### src/rtl/fifo_pkg.sv
// rtl/fifo_pkg.sv - shared constants and arbitration encoding for spram_fifo_ctrl
package fifo_pkg;
  localparam int DATA_WIDTH = 12;
  localparam int ADDR_WIDTH = 6;

  typedef enum logic {
    GRANT_WR = 1'b0,
    GRANT_RD = 1'b1
  } grant_e;
endpackage

### src/rtl/spram_fifo_ctrl_if.sv
// rtl/spram_fifo_ctrl_if.sv - write/read stream and status bundle of spram_fifo_ctrl
interface spram_fifo_ctrl_if #(
  parameter int data_width = fifo_pkg::DATA_WIDTH,
  parameter int addr_width = fifo_pkg::ADDR_WIDTH
);
  logic                  wr_valid;
  logic                  wr_ready;
  logic [data_width-1:0] wr_data;
  logic                  rd_valid;
  logic                  rd_ready;
  logic [data_width-1:0] rd_data;
  logic [addr_width:0]   count;
  logic                  full;
  logic                  empty;

  modport master (
    output wr_valid, wr_data, rd_ready,
    input  wr_ready, rd_valid, rd_data, count, full, empty
  );

  modport slave (
    input  wr_valid, wr_data, rd_ready,
    output wr_ready, rd_valid, rd_data, count, full, empty
  );
endinterface

### src/rtl/sp_ram.sv
// rtl/sp_ram.sv - single-port synchronous RAM, read data appears the cycle after the access
module sp_ram #(
  parameter int                    data_width = 12,
  parameter int                    addr_width = 6,
  parameter logic [data_width-1:0] init_value = '0
) (
  input  logic                  clk,
  input  logic                  rst_n,
  input  logic                  we,
  input  logic [addr_width-1:0] addr,
  input  logic [data_width-1:0] data_in,
  output logic [data_width-1:0] data_out
);
  logic [data_width-1:0] mem [2**addr_width];
  logic [data_width-1:0] data_out_q;
  logic [data_width-1:0] data_out_d;

  // Array contents are deliberately left out of reset.
  always_ff @(posedge clk) begin
    if (we) mem[addr] <= data_in;
  end

  always_comb begin
    data_out_d = data_out_q;
    if (!we) data_out_d = mem[addr];
  end

  always_ff @(posedge clk or negedge rst_n) begin
    if (!rst_n) data_out_q <= init_value;
    else        data_out_q <= data_out_d;
  end

  assign data_out = data_out_q;
endmodule

### src/rtl/spram_fifo_ctrl.sv
// rtl/spram_fifo_ctrl.sv - FIFO over one sp_ram; writes and read prefetches share the port
module spram_fifo_ctrl
  import fifo_pkg::*;
#(
  parameter int data_width = DATA_WIDTH,
  parameter int addr_width = ADDR_WIDTH
) (
  input logic               clk,
  input logic               rst_n,
  spram_fifo_ctrl_if.slave  bus
);
  localparam logic [addr_width:0] cnt_full = {1'b1, {addr_width{1'b0}}};

  logic [addr_width-1:0] wptr_q, wptr_d;
  logic [addr_width-1:0] rptr_q, rptr_d;
  logic [addr_width:0]   ram_cnt_q, ram_cnt_d;
  logic                  rd_inflight_q, rd_inflight_d;
  logic                  out_valid_q, out_valid_d;
  logic [data_width-1:0] rd_data_q, rd_data_d;
  grant_e                last_winner_q, last_winner_d;

  logic                  full, wr_req, rd_req, grant_wr, grant_rd;
  logic [addr_width-1:0] ram_addr;
  logic [data_width-1:0] ram_dout;
  logic [addr_width:0]   count;

  always_comb begin
    full          = (ram_cnt_q == cnt_full);
    wr_req        = rst_n && bus.wr_valid && !full;
    rd_req        = rst_n && (ram_cnt_q != '0) && !rd_inflight_q && (!out_valid_q || bus.rd_ready);
    grant_wr      = wr_req;
    grant_rd      = rd_req;
    last_winner_d = last_winner_q;
    // On a conflict the side that lost last time wins; last_winner moves only here.
    if (wr_req && rd_req) begin
      grant_wr      = (last_winner_q == GRANT_RD);
      grant_rd      = !grant_wr;
      last_winner_d = grant_wr ? GRANT_WR : GRANT_RD;
    end
  end

  always_comb begin
    wptr_d        = wptr_q;
    rptr_d        = rptr_q;
    ram_cnt_d     = ram_cnt_q;
    rd_inflight_d = grant_rd;
    out_valid_d   = out_valid_q;
    rd_data_d     = rd_data_q;
    if (grant_wr) begin
      wptr_d    = wptr_q + 1'b1;
      ram_cnt_d = ram_cnt_q + 1'b1;
    end else if (grant_rd) begin
      rptr_d    = rptr_q + 1'b1;
      ram_cnt_d = ram_cnt_q - 1'b1;
    end
    // A capture refills the output register even if it is popped this cycle.
    if (rd_inflight_q) begin
      out_valid_d = 1'b1;
      rd_data_d   = ram_dout;
    end else if (out_valid_q && bus.rd_ready) begin
      out_valid_d = 1'b0;
    end
  end

  always_ff @(posedge clk or negedge rst_n) begin
    if (!rst_n) begin
      wptr_q        <= '0;
      rptr_q        <= '0;
      ram_cnt_q     <= '0;
      rd_inflight_q <= 1'b0;
      out_valid_q   <= 1'b0;
      rd_data_q     <= '0;
      last_winner_q <= GRANT_RD;
    end else begin
      wptr_q        <= wptr_d;
      rptr_q        <= rptr_d;
      ram_cnt_q     <= ram_cnt_d;
      rd_inflight_q <= rd_inflight_d;
      out_valid_q   <= out_valid_d;
      rd_data_q     <= rd_data_d;
      last_winner_q <= last_winner_d;
    end
  end

  assign ram_addr = grant_wr ? wptr_q : rptr_q;
  assign count    = ram_cnt_q + {{addr_width{1'b0}}, rd_inflight_q}
                              + {{addr_width{1'b0}}, out_valid_q};

  sp_ram #(
    .data_width (data_width),
    .addr_width (addr_width),
    .init_value ('0)
  ) u_ram (
    .clk      (clk),
    .rst_n    (rst_n),
    .we       (grant_wr),
    .addr     (ram_addr),
    .data_in  (bus.wr_data),
    .data_out (ram_dout)
  );

  assign bus.wr_ready = grant_wr;
  assign bus.rd_valid = out_valid_q;
  assign bus.rd_data  = rd_data_q;
  assign bus.count    = count;
  assign bus.full     = full;
  assign bus.empty    = (count == '0);
endmodule

### src/flat_wrapper.sv
// flat-port wrapper written by rule: the top's interface ports become plain ports
module spram_fifo_ctrl_flat import fifo_pkg::*;
#(
  parameter int data_width = DATA_WIDTH,
  parameter int addr_width = ADDR_WIDTH
)
  (clk, rst_n, bus_wr_valid, bus_wr_data, bus_rd_ready, bus_wr_ready, bus_rd_valid, bus_rd_data, bus_count, bus_full, bus_empty);
  spram_fifo_ctrl_if #(.data_width(data_width), .addr_width(addr_width)) bus_i ();
  input logic clk;
  input logic rst_n;
  input wire logic [$bits(bus_i.wr_valid)-1:0] bus_wr_valid;
  input wire logic [$bits(bus_i.wr_data)-1:0] bus_wr_data;
  input wire logic [$bits(bus_i.rd_ready)-1:0] bus_rd_ready;
  output wire logic [$bits(bus_i.wr_ready)-1:0] bus_wr_ready;
  output wire logic [$bits(bus_i.rd_valid)-1:0] bus_rd_valid;
  output wire logic [$bits(bus_i.rd_data)-1:0] bus_rd_data;
  output wire logic [$bits(bus_i.count)-1:0] bus_count;
  output wire logic [$bits(bus_i.full)-1:0] bus_full;
  output wire logic [$bits(bus_i.empty)-1:0] bus_empty;
  assign bus_i.wr_valid = bus_wr_valid;
  assign bus_i.wr_data = bus_wr_data;
  assign bus_i.rd_ready = bus_rd_ready;
  assign bus_wr_ready = bus_i.wr_ready;
  assign bus_rd_valid = bus_i.rd_valid;
  assign bus_rd_data = bus_i.rd_data;
  assign bus_count = bus_i.count;
  assign bus_full = bus_i.full;
  assign bus_empty = bus_i.empty;
  spram_fifo_ctrl #(.data_width(data_width), .addr_width(addr_width)) u_core (.clk(clk), .rst_n(rst_n), .bus(bus_i));
endmodule
### config.mk
export PLATFORM = sky130hd
export DESIGN_NAME = spram_fifo_ctrl_flat
export DESIGN_NICKNAME = d
export VERILOG_FILES = /design/src/rtl/fifo_pkg.sv /design/src/rtl/spram_fifo_ctrl_if.sv /design/src/rtl/sp_ram.sv /design/src/rtl/spram_fifo_ctrl.sv /design/src/flat_wrapper.sv
export SDC_FILE = /design/constraint.sdc
export NUM_CORES = 1
export LEC_CHECK = 0
export ABC_AREA = 1
export ABC_CLOCK_PERIOD_IN_PS = 4100
export CAP_MARGIN = 20
export CORE_MARGIN = 2
export CORE_UTILIZATION = 55
export DETAILED_ROUTE_END_ITERATION = 10
export HOLD_SLACK_MARGIN = 0.02
export PLACE_DENSITY = 0.71
export SYNTH_ARGS = -nofsm -noshare
export SYNTH_HDL_FRONTEND = slang
export SYNTH_SLANG_ARGS = --single-unit
export TNS_END_PERCENT = 100
### constraint.sdc
create_clock -name clk -period 4.1 [get_ports clk]
set_clock_uncertainty 0.2 [all_clocks]
set_input_delay 0.615 -clock clk [delete_from_list [all_inputs] [get_ports clk]]
set_output_delay 0.615 -clock clk [all_outputs]
set_load 0.05 [all_outputs]
==> flow_summary.yaml <==
sta:
  hold_violations: 0
  grt_setup_unrepaired: "false"
  finalSetupViolCount: 0
  slew_headroom: 0.249
  final.setup.tns_ns: 0
  drv_slew: 0
  timing.fmax_mhz: 253
  worst_pin_slew_ns: 1.13
  fin_ws_ns: 0.152
  finalCriticalPeriod_ns: 3.95
  timing.final.crit_share: 0.963
cts:
  cts-buffers-inserted: 85
  clkSlewWorstSetupHoldPaths_ns: 0.06
  clockRootBuffer: "clkbuf_16"
  cts_buffer_depth: 3
  ctsHtreeMaxLevel: 3
  clk_latency_ns: 0.65
  cts_sinks: 814
  cts_tree: "done"
floorplanning:
  row_count: 92
  fp.coreArea_um2: 63300
  io-pin-count: 39
  die_height_um: 257
  fp.dieArea_um2: 66200
  die_w_um: 257
  initial_core_util: 0.557
place:
  hpwl_mm: 56.1
  placed_area_um2: 37700
  io_buffers: 38
  dp_slack_ns: -0.0700
  place_congestion: 0.874
synthesis:
  syn-num-nets: 3218
  synthFlopType: "edfxtp_1"
  yosysSeqAreaShare: 0.686
  syn_avg_cell_area_um2: 11.1
  synth_area_um2: 35300
  synth_top_area_share: 0.653
  async_flop_share: 0.0565
  synthTopCellsByArea: "edfxtp_1 (65%), nand2_1 (8.4%), inv_1 (5.5%), nand3_1 (4.0%), nand3b_1 (3.2%)"
  synth_seq_cells: 814
  synth-edff-count: 768
  yosys_warnings: 0
  postSynthCellCount: 3192
  ys_types: 45
  yosysTopAreaCell: "edfxtp_1"
setup_path:
  critPathKind: "flip-flop to primary output"
  critPathArrivalTime_ns: 3.13
  critical_path_peak_fanout: 14
  crit_required_ns: 3.28
  startpoint_type: "flip-flop"
  end_kind: "primary output"
global_route:
  gr-usage-met1: 0.374
  grt_pass1_vias: 22900
  antenna_found_initial: 1
  grt_pass1_wl_mm: 137
  top_usage_layer: "met2"
  grt_max_degree: 101
  grtUsageTotal: 0.273
  use_met3: 0.0534
  grt-ovfl-total: 0
  globalRouteMet2Util: 0.432
run_status:
  outcome: "finished, final reports clean"
route:
  via_count: 23600
  route.detailed.drc: 0
  drtPass1Iterations: 6
  drt_iter0_drc: 3107
  antenna_left: 0
  drt_wl_total_mm: 90.0
  drt-wirelength-per-cell_um: 21.1
  routed_via_density: 5.55
final_layout:
  nNetsFinal: 3370
  final_cell_mix: "nand2_1 (793), edfxtp_1 (768), inv_1 (517)"
  final_common_cell: "nand2_1"
  fin_area_um2: 40400
  n_antenna_cell: 0
  syn_to_final_growth_pct: 14.4
  drive_gt1_frac: 0.111
run:
  cap_violations: 0
power_and_ir_drop:
  powerDensity_nw_per_um2: 637
  ir_drop_mv: 0.454
  p_leak_nw: 16.7
min_path:
  min_path_type: "primary input to flip-flop"
-- registers in the layout, indices dropped and copies added, names as in the netlist --
name and cells:
u_core.last_winner_q 1, u_core.rd_inflight_q 1, u_core.wptr_q 6, u_core.u_ram.data_out 12, u_core.rptr_q 6, u_core.u_ram.mem 768
u_core.bus.rd_data 12, u_core.bus.rd_valid 1, u_core.ram_cnt_q 7
-- power by group --
| part | switching (mW) | internal [mW] |
|---|---|---|
| sequential | 0.272 | 9.48 |
| combinational | 5.99 | 2.63 |
| clock | 3.14 | 4.23 |
-- synthesized netlist by cell type, types with 20 or more instances --
library cell    n
nor2_1        173
nand3b_1      151
o21ai_1        60
clkbuf_1       24
or2_2          20
buf_2         112
nand2_1       793
nand3_1       279
inv_1         517
o211ai_1      130
dfrtp_1        45
edfxtp_1      768
-- final timing paths --
check                                           end  cells after the start  slack [ns]                  start
setup / recovery                       bus_count[5]                      6        0.15   u_core.rd_inflight_q
max in group asynchronous  u_core.u_ram.data_out[2]                      3        2.74                  rst_n
min in group asynchronous       u_core.ram_cnt_q[0]                      3        0.50                  rst_n
hold reg to reg               u_core.bus.rd_data[7]                      2        0.27  u_core.bus.rd_data[7]
setup reg to reg           u_core.u_ram.data_out[0]                     16        0.37   u_core.rd_inflight_q
hold / removal             u_core.u_ram.mem[42][10]                      1        0.05        bus_wr_data[10]
-- logic make-up after synthesis --
group | Yosys count | share of synthesized area
AO/OA/AOI/OAI | 214 | 0.0405
XOR/XNOR | 17 | 0.00422
adder cells (fa/ha/maj) | 10 | 0.00397
buffers and inverters | 684 | 0.0778
flip-flops | 814 | 0.686
AND/OR/NAND/NOR | 1453 | 0.187
-- critical path: stages (launching register included) --
cell,delay [ns]
dfrtp_1,0.36
inv_2,0.13
fa_1,0.44
nor3_1,0.34
nand3_1,0.13
xor2_1,0.24
clkdlybuf4s50_1,0.85
-- area by class of cell --
cell class              count  area [um^2]
fillers                  4783        22900
well taps                 846         1060
flip-flops and latches    814        24200
clock inverters            48          412
repair buffers            218         2090
clock buffers             105         2250
inverters                 531         1990
multi-input cells        1694         8370
-- per-stage QoR --
| step | power [mW] | utilization | cells | hold slack (ns) |
|---|---|---|---|---|
| after global routing | 26.9 | 0.638 | 4256 | 0.0590 |
| after global placement | 18.2 | 0.596 | 4102 | 0.255 |
| after floorplan | 15.2 | - | 3192 | 0.119 |
| after CTS | 25.8 | 0.638 | 4256 | 0.0448 |
| after detailed placement | 18.4 | 0.596 | 4102 | 0.260 |
| final | 25.7 | 0.638 | 4256 | 0.0524 |
-- repair_timing --
action	in CTS	in global routing
hold endpoints to repair	45	0
endpoints found under the setup margin	1	0
gates resized for setup	1	0
buffers inserted	0	0
hold buffers	1	0
-- per-layer routing --
metal / part of all wire / vias to the layer above / routed length (um)
met5: 0 / - / 0
met4: 0.038 / 0 / 3410
met3: 0.095 / 192 / 8530
met2: 0.47 / 1173 / 41900
met1: 0.40 / 11300 / 36200
li1: - / 10900 / -
Power figures use the tool's default switching activity.
